==> config.mk <==
export PLATFORM = sky130hd
export DESIGN_NAME = round_robin_pesado_sint
export DESIGN_NICKNAME = d
export VERILOG_FILES = /design/src/rtl/round_robin_pesado_checker.sv
export SDC_FILE = /design/constraint.sdc
export NUM_CORES = 1
export LEC_CHECK = 0
export CORE_ASPECT_RATIO = 0.8
export CORE_UTILIZATION = 44
export CTS_CLUSTER_DIAMETER = 50
export CTS_CLUSTER_SIZE = 12
export DETAILED_ROUTE_END_ITERATION = 12
export PLACE_DENSITY = 0.84
export SETUP_SLACK_MARGIN = 0.5
export SYNTH_ARGS = -nofsm -noshare
export SYNTH_HDL_FRONTEND = slang
export SYNTH_SLANG_ARGS = --single-unit
==> constraint.sdc <==
create_clock -name clk -period 3.6 [get_ports clk]
set_input_delay 0.54 -clock clk [delete_from_list [all_inputs] [get_ports clk]]
set_output_delay 0.54 -clock clk [all_outputs]
set_load 0.05 [all_outputs]
==> src/rtl/round_robin_pesado_checker.sv <==


module round_robin_pesado_sint #(
    parameter int QUEUE_QUANTITY = 4,
    parameter int W              = 6,
    parameter int SEL_W          = 2
) (
    input  logic                        clk,
    input  logic                        rst,
    input  logic                        enb,
    input  logic [QUEUE_QUANTITY*W-1:0] pesos,
    input  logic [QUEUE_QUANTITY-1:0]   buf_empty,
    output logic [SEL_W-1:0]            selector,
    output logic                        selector_enb
);
    logic [W-1:0]              cnt;
    logic [QUEUE_QUANTITY-1:0] elig;
    logic [QUEUE_QUANTITY-1:0] cur_onehot;
    logic [QUEUE_QUANTITY-1:0] start_onehot;
    logic [QUEUE_QUANTITY-1:0] mask_hi;
    logic [QUEUE_QUANTITY-1:0] cand_hi;
    logic [QUEUE_QUANTITY-1:0] cand;
    logic [QUEUE_QUANTITY-1:0] pick;
    logic [SEL_W-1:0]          start_sel;
    logic [SEL_W-1:0]          pick_sel;
    logic [W-1:0]              raw_weight;
    logic [W-1:0]              eff_weight;
    logic                      stay;
    logic                      any_elig;

    assign elig     = ~buf_empty;
    assign any_elig = |elig;

    // Weight and eligibility of the holder selected through an AND-OR one-hot mux.
    always_comb begin
        raw_weight = '0;
        for (int i = 0; i < QUEUE_QUANTITY; i++) begin
            cur_onehot[i] = (selector == SEL_W'(i));
            raw_weight    = raw_weight | (pesos[i*W +: W] & {W{cur_onehot[i]}});
        end
        eff_weight = raw_weight | {{(W-1){1'b0}}, ~|raw_weight};
        stay = selector_enb && |(cur_onehot & elig)
               && ({1'b0, cnt} + (W+1)'(1) < {1'b0, eff_weight});
    end

    always_comb begin
        if (selector_enb && (selector == SEL_W'(QUEUE_QUANTITY - 1))) begin
            start_sel = '0;
        end else if (selector_enb) begin
            start_sel = selector + SEL_W'(1);
        end else begin
            start_sel = selector;
        end
        for (int j = 0; j < QUEUE_QUANTITY; j++) begin
            start_onehot[j] = (start_sel == SEL_W'(j));
            mask_hi[j]      = (j >= int'(start_sel));
        end
        cand_hi = elig & mask_hi;
        cand    = (|cand_hi) ? cand_hi : elig;
        pick    = cand & (~cand + QUEUE_QUANTITY'(1));
        pick_sel = '0;
        for (int j = 0; j < QUEUE_QUANTITY; j++) begin
            pick_sel = pick_sel | (SEL_W'(j) & {SEL_W{pick[j]}});
        end
    end

    always_ff @(posedge clk or negedge rst) begin
        if (!rst) begin
            selector     <= '0;
            selector_enb <= 1'b0;
            cnt          <= '0;
        end else if (enb) begin
            if (stay) begin
                cnt <= cnt + W'(1);
            end else if (any_elig) begin
                selector     <= pick_sel;
                selector_enb <= 1'b1;
                cnt          <= '0;
            end else begin
                selector_enb <= 1'b0;
                cnt          <= '0;
            end
        end
    end

    logic unused_start;
    assign unused_start = ^start_onehot;
endmodule


==> flow_metrics.py <==
metrics = {
    "global_routing": {
        "grt_max_degree": 15,
        "grt_pass1_vias": 950,
        "grt_pass1_wl_um": 3750,
        "antenna_found_initial": 0,
        "overflow": 0,
        "grt_use_total": 0.223,
    },
    "placed_design": {
        "hpwl_um": 1830,
        "gp_congestion": 0.829,
        "postPlaceCellArea_sq_mm": 0.00126,
        "port_buffers": 33,
    },
    "yosys": {
        "synth-simple-area-share": 0.133,
        "syn_area_sq_um": 920,
        "yosysUniqueCellTypes": 38,
        "syn-num-nets": 150,
        "syn_avg_cell_area_sq_um": 8.44,
        "synthesis.instances": 109,
        "synth-compound-area-share": 0.318,
        "synthMuxAreaShare": 0.0395,
        "synth_top_area_share": 0.245,
        "synth_area_leaders": "dfrtp_1 (24%), ha_1 (14%), a22oi_1 (9.8%)",
        "synth_top_family_by_area": "compound AO/OA/AOI/OAI gates",
        "synth-edff-count": 0,
        "seq_area_frac_synth": 0.245,
        "synthXorXnorAreaFrac": 0.0381,
        "synth.largest_area_cell": "dfrtp_1",
        "synth-seq-cells": 9,
        "synthAdderAreaFrac": 0.136,
        "synthFlopType": "dfrtp_1",
        "synthArstFlopShare": 1.00,
        "yosys_warnings": 0,
    },
    "job": {
        "cap_viol_max_count": 0,
    },
    "cells_and_area": {
        "area_growth_pct": 40.4,
        "finalNetCount": 186,
        "design_area_sq_mm": 0.00129,
        "diodes": 0,
        "drive_gt1_frac": 0.0833,
    },
    "power": {
        "seqPwrFrac": 0.192,
        "p_sw_frac": 0.473,
        "peakVddDrop_mv": 0.606,
        "p_int_w": 0.000401,
        "p_switching_w": 0.000359,
        "p_leak_nw": 0.572,
        "p_comb_frac": 0.707,
        "power.density_mw_per_mm2": 589,
        "p_clk_frac": 0.101,
    },
    "die": {
        "fp.dieArea_sq_mm": 0.00228,
        "rows": 14,
        "die_x_um": 53.1,
        "ios": 34,
        "initial_core_util": 0.477,
        "die_y_um": 42.9,
        "coreArea_sq_mm": 0.00193,
    },
    "routing": {
        "vias": 964,
        "wire_per_inst_um": 13.8,
        "drt_first_pass_iters": 4,
        "ant_nets": 0,
        "drc": 0,
        "drt_iter0_markers": 21,
        "routed_wl_um": 2320,
        "vias_per_cell": 5.74,
    },
    "timing": {
        "finalSetupViolCount": 0,
        "hold_viol_final": 0,
        "rsz0062_at_grt": "false",
        "fin_skew_ns": 0.00800,
        "whs_ns": 0.571,
        "final.setup.tns_ns": 0,
        "drv_slew": 0,
        "relSlewSlack": 0.522,
        "period_share": 0.793,
        "period_needed_ns": 2.85,
        "tightest_slew_ns": 0.717,
        "fmax_ghz": 0.350,
    },
    "clocking": {
        "cts_setup_buffers": 0,
        "root_buffer": "clkbuf_4",
        "cts.reportedPaths.clkPinSlew_ns": 0.06,
        "numCtsBuffers": 3,
        "clk_latency_ns": 0.26,
        "cts_htree_levels": 1,
        "clkSinkCount": 9,
        "tritoncts": "yes",
        "clock_path_buffers": 2,
        "cts_resized": 0,
        "cts_hold_buffers": 0,
    },
    "critical_path": {
        "crit_required_ns": 3.75,
        "crit_cells": 10,
        "path_class": "reg -> reg",
        "worstPathCellList": "inv_1 -> ha_1 -> a22oi_1 -> nand2_1 -> inv_1 -> ha_1 -> a21o_1 -> a221oi_1 -> a21oi_2 -> mux2_4",
        "cpLargestDelayFamily": "compound AO/OA/AOI/OAI gates",
        "critPathMaxFanout": 7,
        "cpPeakStageDelay_ns": 0.62,
        "r2r_cells": 10,
        "cp-end-kind": "register",
        "slowest_stage": "a221oi_1",
        "cp.arrival_ns": 3.00,
        "crit_buf_inv": 2,
        "startpoint_type": "register",
    },
    "run_status": {
        "status": "finished clean",
    },
    "worst_hold_path": {
        "holdCritPathClass": "in -> async",
    },
}
cell families (layout without fill, tap and decap cells):
kind of cell | Yosys count | after routing
adders and majority gates | 10 | 10
AOI/OAI and AO/OA | 39 | 39
xor gates and xnor gates | 4 | 4
muxes | 3 | 3
and+or+nand+nor | 24 | 24
DFF | 9 | 9
buffers and inverters | 20 | 55
state kept, by name, indices dropped and copies added, names as in the netlist:
register,flops
cnt,6
selector,2
selector_enb,1
cell usage after synthesis, drive strengths merged, types with 3 or more instances:
cell	number
xnor2	3
o22ai	3
a21oi	5
dfrtp	9
inv	18
nand2	12
o21ai	5
ha	10
a22oi	13
power groups by stage:
stage	Clock, W	Sequential [W]	Combinational [W]
6_report	0.0000770	0.000146	0.000538
3_5_place_dp	0	0.000146	0.000533
3_3_place_gp	0	0.000147	0.000520
2_1_floorplan	0	0.000183	0.000362
4_1_cts	0.0000786	0.000146	0.000537
5_1_grt	0.0000848	0.000150	0.000587
layout make-up:
class,count,area [sq um]
inverters,18,67.6
well taps,24,30.0
flip-flops and latches,9,225
multi-input cells,80,612
fillers,175,636
repair buffers,33,330
clock buffers,4,26.3
layer usage:
| layer | vias to the layer above | track usage | routed length (um) |
|---|---|---|---|
| met3 | 4 | 0.0681 | 126 |
| met4 | 0 | 0.0737 | 34 |
| li1 | 478 | - | - |
| met2 | 31 | 0.375 | 1050 |
| met1 | 451 | 0.268 | 1110 |
| met5 | - | 0 | 0 |
cell usage in the layout, fill, tap and decap left out, drive strengths merged, types with 2 or more instances in the layout:
cell type and count:
clkdlybuf4s50 33, inv 18, a22oi 13, nand2 12, ha 10, dfrtp 9
o21ai 5, a21oi 5, clkbuf 4, xnor2 3, o22ai 3, nand3 2
a221oi 2, nand4 2, o221ai 2, nor2 2, mux2 2
final timing paths:
path / to / slack [ns] / from
worst max-delay path: selector[1]$_DFFE_PN0P_ / 0.75 / selector[0]$_DFFE_PN0P_
worst min-delay path: cnt[3]$_DFFE_PN0P_ / 0.57 / rst
worst max register to register: selector[1]$_DFFE_PN0P_ / 0.75 / selector[0]$_DFFE_PN0P_
worst min register to register: cnt[1]$_DFFE_PN0P_ / 0.58 / cnt[1]$_DFFE_PN0P_
max in group asynchronous: selector_enb$_DFFE_PN0P_ / 2.74 / rst
min in group clk: cnt[1]$_DFFE_PN0P_ / 0.58 / cnt[1]$_DFFE_PN0P_
worst register-to-register path, stage by stage, from the launching register on:
cell	delay, ns
dfrtp_1	0.44
inv_1	0.15
ha_1	0.33
a22oi_1	0.14
nand2_1	0.10
inv_1	0.05
ha_1	0.29
a21o_1	0.16
a221oi_1	0.62
a21oi_2	0.16
mux2_4	0.33
through the flow:
| step | std cells | total power [W] | utilization | setup slack (ns) |
|---|---|---|---|---|
| after floorplan | 109 | 0.000545 | - | 0.630 |
| final | 168 | 0.000760 | 0.670 | 0.747 |
| after global routing | 168 | 0.000822 | 0.670 | 0.585 |
| after global placement | 164 | 0.000667 | 0.656 | 0.715 |
| after detailed placement | 164 | 0.000679 | 0.656 | 0.645 |
| after CTS | 168 | 0.000762 | 0.670 | 0.725 |
Power figures use the tool's default switching activity.
==> edit 1: new RTL, config.mk and constraints unchanged <==
Set the parameter `QUEUE_QUANTITY` to 3 (it was 4).
--- a/src/rtl/round_robin_pesado_checker.sv
+++ b/src/rtl/round_robin_pesado_checker.sv
@@ -1,7 +1,7 @@
 
 
 module round_robin_pesado_sint #(
-    parameter int QUEUE_QUANTITY = 4,
+    parameter int QUEUE_QUANTITY = 3,
     parameter int W              = 6,
     parameter int SEL_W          = 2
 ) (
Ports: changed (resized buf_empty and pesos); port bits go from 34 to 27. The function was not compared with the original's and may differ.
==> edit 1 against the original RTL <==
- routed wire length increased by 1.7%
- area after synthesis decreased by 8.4%
- sequential cell count stayed put
- worst setup slack worse by 0.010 ns
- power shrank 15%
- count of clock-buffer cells in the layout unchanged
- die area shrank 8.1%
- combinational power fell by 21%
- critical endpoint unchanged
- cell area fell by 11%
==> edit 1: results (changes against the original RTL) <==
| Metric | Value |
|---|---|
| DR pass1 iterations | 5 (was 4) |
| Clk Latency, worst-skew pair | 0.26 ns (about the same) |
| Via count | 895 (was 964) |
| Crit-path max FO | 7 (unchanged) |
| Top flop regs | cnt: 6 flops, selector: 2 flops, selector_enb: 1 flops (unchanged) |
| Layout Skew | 0.004153 ns (was 0.007998 ns) |
| Final net count | 156 (was 186) |
| Vias in the first global route | 761 (was 950) |
| Share of cells above drive strength 1 | 5.738% (was 8.333%) |
| Global-route wire length before repair | 3519 um (was 3753 um) |
| # fillers | 153 (was 175) |
| Max clock buf depth | 2 (unchanged) |
| Commonest cells in the synthesized netlist | inv_1, dfrtp_1, ha_1 (was inv_1, a22oi_1, nand2_1, ha_1, dfrtp_1) |
| Total GRT Usage | 23.86% (was 22.35%) |
| Total wire length | 2354 um (was 2315 um) |
| Leakage | 0.4923 nW (was 0.5722 nW) |
| I/O Buffers | 26 (was 33) |
| Diodes inserted | 0 (unchanged) |
| Syn_nets | 127 (was 150) |
| CTS root buf | clkbuf_4 (unchanged) |
| Worst EP arrival | 3.00 ns (about the same) |
| Dpl hpwl | 1803 um (was 1832 um) |
| Worst hold path type | flip-flop to flip-flop (was primary input to asynchronous set/reset pin) |
| Number of library cell types mapped by synthesis | 36 (was 38) |
| Outcome | completed (unchanged) |
| Async set-reset flop share out of synthesis | 100.0% (unchanged) |
| Placed insts | 140 (was 164) |
| # setup viols final | 0 (unchanged) |
| Top FF cell, synth | dfrtp_1 (unchanged) |
| DRT iter0 DRCs | 41 (was 21) |
| Vias/cell | 6.215 (was 5.738) |
| Placer Congestion | 0.8278 (was 0.8291) |
| Worst Max-Slew Pin Slew | 0.5702 ns (was 0.7171 ns) |
| Largest net degree at the start of global routing | 13 (was 15) |
| Ranking of synthesized cells by area | dfrtp_1, ha_1, a222oi_1 (was dfrtp_1, ha_1, a22oi_1) |
| Clock slew at reported path FFs | 0.06 ns (about the same) |
| VDD IR max | 0.3530 mV (was 0.6061 mV) |
| CTS HTree Levels | 1 (unchanged) |
| Yosys warning count | 0 (unchanged) |
| Mapped Cells | 94 (was 109) |
| Sequential area share after synthesis | 26.75% (was 24.49%) |
[edit 1: cell types whose count changed after synthesis, moves of 4 or more]
cell / before / now
nor2b_1: 0 / 4
a22oi_1: 12 / 0
inv_1: 18 / 11
nand2_1: 12 / 6
a222oi_1: 0 / 6
[edit 1: what timing repair did]
item                       4_1_cts  5_1_grt
setup endpoints to repair        0        6
hold endpoints to repair         0        0
gates resized for setup          0        2
[edit 1: kinds of logic after synthesis]
family / share of synthesized area [%]
multiplexers: 2.526
XOR/XNOR: 4.161
AND/OR/NAND/NOR: 17.24
AO/OA/AOI/OAI: 29.27
buffers and inverters: 6.686
flip-flops: 26.75
adder cells (fa/ha/maj): 13.37
[edit 1: where the power goes]
part	switching, mW	internal (mW)	total [mW]
clock network	0.0331	0.0426	0.0757
logic	0.247	0.180	0.427
registers	0.0248	0.120	0.145
[edit 1: final cells by class]
class	count	area, sq um	share of cell area, %
repair buffers	26	260.3	22.68
inverters	11	41.29	3.599
flip-flops and latches	9	225.2	19.63
multi-input cells	72	566.8	49.40
well taps	22	27.53	2.399
clock buffers	4	26.28	2.290
[edit 1: worst paths after layout]
check | from | endpoint | slack, ns | cells after the start
max | selector[0] | selector[1] | 0.74 | 8
min | cnt[1] | cnt[1] | 0.54 | 1
max reg2reg | selector[0] | selector[1] | 0.74 | 8
min reg2reg | cnt[1] | cnt[1] | 0.54 | 1
max in group asynchronous | rst | selector_enb | 2.73 | 1
min in group asynchronous | rst | cnt[1] | 0.58 | 1
[edit 1: worst max-delay path, stage by stage (launching register included)]
cell      delay [ns]
dfrtp_1         0.42
inv_1           0.14
ha_1            0.31
a222oi_1        0.45
ha_1            0.33
a211o_1         0.34
o221ai_2        0.33
o31ai_2         0.15
mux2_2          0.29
[edit 1: through the flow]
step	cell area [sq um]	total power, mW	setup slack, ns
detailed placement	1115	0.5579	0.5538
CTS	1141	0.6399	0.6109
global route	1147	0.7073	0.5988
floorplan	842.1	0.4426	0.6731
global placement	1115	0.5399	0.6902
finish	1147	0.6481	0.7368
[edit 1: metal layers]
| metal | up-vias | track usage [%] | share of wire [%] |
|---|---|---|---|
| met2 | 42 | 43.42 | 45 |
| met1 | 425 | 28.45 | 47 |
| met3 | 4 | 4.074 | 6.6 |
| li1 | 424 | - | - |
| met5 | - | 0 | 0 |
| met4 | 0 | 11.11 | 1.4 |
==> edit 2: new RTL, same flow settings <==
Made on the original files. Make the reset (`rst`) synchronous in one clocked block.
--- a/src/rtl/round_robin_pesado_checker.sv
+++ b/src/rtl/round_robin_pesado_checker.sv
@@ -64,7 +64,7 @@
         end
     end
 
-    always_ff @(posedge clk or negedge rst) begin
+    always_ff @(posedge clk) begin
         if (!rst) begin
             selector     <= '0;
             selector_enb <= 1'b0;
Function: differs if rst is asserted again (counterexample within 4 cycles, from zero or initial values and one cycle with rst low); with rst held inactive, the same outputs for 10 cycles.
==> edit 2 against the original RTL <==
- die area up 1.7%
- sequential share of layout area down 3.7 points
- area after synthesis up 1.8%
- highest routed layer unchanged
- clock skew up 0.00079 ns
- worst setup slack worse by 0.016 ns
- cell area up 1.8%
- fmax down 0.57%
- sequential cell count unchanged
- critical path type unchanged
- routed wire length up 6.2%
Power is not compared: it rests on default switching activity, and its combinational part moved more than twofold at a synthesized area within 25%.
==> edit 2: results (changes against the original RTL) <==
| Metric | Value |
|---|---|
| Slowest-stage cell, CP | dfxtp_1 (was a221oi_1) |
| Syn_nets | 152 (was 150) |
| Met2 usage | 34.00% (was 37.47%) |
| Global-route wire length before repair | 3801 um (was 3753 um) |
| Total wire length | 2459 um (was 2315 um) |
| Max incr delay on CP | 0.47 ns (was 0.62 ns) |
| Post-DP Area | 1281 sq um (was 1265 sq um) |
| Commonest cells in the synthesized netlist | nand2_1, inv_1, ha_1, dfxtp_1 (was inv_1, a22oi_1, nand2_1, ha_1, dfrtp_1) |
| Sequential area share after synthesis | 19.25% (was 24.49%) |
| Outcome | completed (unchanged) |
| Vias in the first global route | 904 (was 950) |
| Largest net degree at the start of global routing | 14 (was 15) |
| # fillers | 162 (was 175) |
| Crit-path max FO | 8 (was 7) |
| Met1 usage | 30.87% (was 26.75%) |
| VDD IR max | 0.2388 mV |
| DRT iter0 DRCs | 33 (was 21) |
| Worst hold path type | flip-flop to flip-flop (was primary input to asynchronous set/reset pin) |
| Total CTS buffers | 3 (unchanged) |
| Metal3 WL | 265 um (was 126 um) |
| Placer Congestion | 0.8212 (was 0.8291) |
| Syn_area_per_cell | 8.432 sq um (was 8.437 sq um) |
| Via count | 984 (was 964) |
| I/O Buffers | 33 (unchanged) |
| Ranking of synthesized cells by area | dfxtp_1, ha_1, nand2_1 (was dfrtp_1, ha_1, a22oi_1) |
| Worst EP arrival | 3.05 ns (was 3.00 ns) |
| Worst Max-Slew Pin Slew | 0.4975 ns (was 0.7171 ns) |
| GR Layer Usage met3 | 3.584% (was 6.810%) |
| Fin cells | 171 (was 168) |
| Pre-CTS setup slack | 0.6326 ns (was 0.6452 ns) |
| Max clock buf depth | 2 (unchanged) |
| Top FF cell, synth | dfxtp_1 (was dfrtp_1) |
| Met2 WL | 1009 um (was 1045 um) |
| Share of cells above drive strength 1 | 8.163% (was 8.333%) |
| Top flop regs | cnt: 6 flops, selector: 2 flops, selector_enb: 1 flops (unchanged) |
| Sw frac | 33.37% |
| Async set-reset flop share out of synthesis | 0% (was 100.0%) |
| Routed length on met1 | 1136 um (was 1108 um) |
| Synth-to-layout area growth | 40.51% (was 40.41%) |
| Total GRT Usage | 22.78% (was 22.35%) |
| Dpl hpwl | 1966 um (was 1832 um) |
| Layout Skew | 0.008787 ns (was 0.007998 ns) |
[edit 2: cell count changes in the layout (fill, tap and decap cells not counted), sizes merged, moves of 3 or more]
cell and delta:
dfrtp -9, a22o +4, inv -6, nand2b +5
a41oi +4, xnor2 -3, a21boi +4, dfxtp +9
a221oi +4, a22oi -11
[edit 2: kinds of logic after synthesis]
family	after synthesis	share of synthesized area [%]
adder cells (fa/ha/maj)	10	13.37
AO/OA/AOI/OAI	39	34.63
flip-flops	9	19.25
XOR/XNOR	2	1.872
buffers and inverters	15	6.817
multiplexers	3	3.342
AND/OR/NAND/NOR	33	20.72
[edit 2: path summary, 6_finish.rpt]
check | cells after the start | startpoint | slack [ns] | endpoint
worst max-delay path | 10 | selector[0] | 0.73 | cnt[2]
worst min-delay path | 2 | cnt[1] | 0.51 | cnt[1]
worst max register to register | 10 | selector[0] | 0.73 | cnt[2]
worst min register to register | 2 | cnt[1] | 0.51 | cnt[1]
[edit 2: cell type report]
type / count / area share, %
clock buffers: 4 / 1.998
inverters: 13 / 3.711
multi-input cells: 87 / 52.62
flip-flops and latches: 9 / 13.70
well taps: 24 / 2.284
repair buffers: 34 / 25.69
[edit 2: repair_timing]
action | CTS | global route
endpoints found under the hold margin | 0 | 0
setup endpoints to repair | 0 | 3
setup buffers | 0 | 1
[edit 2: power by group through the flow]
stage / clock network, mW / registers [mW] / logic (mW)
5_1_grt: 0.0867 / 0.109 / 0.155
3_5_place_dp: 0 / 0.111 / 0.141
2_1_floorplan: 0 / 0.119 / 0.0758
6_report: 0.0777 / 0.109 / 0.143
4_1_cts: 0.0818 / 0.108 / 0.142
3_3_place_gp: 0 / 0.110 / 0.137
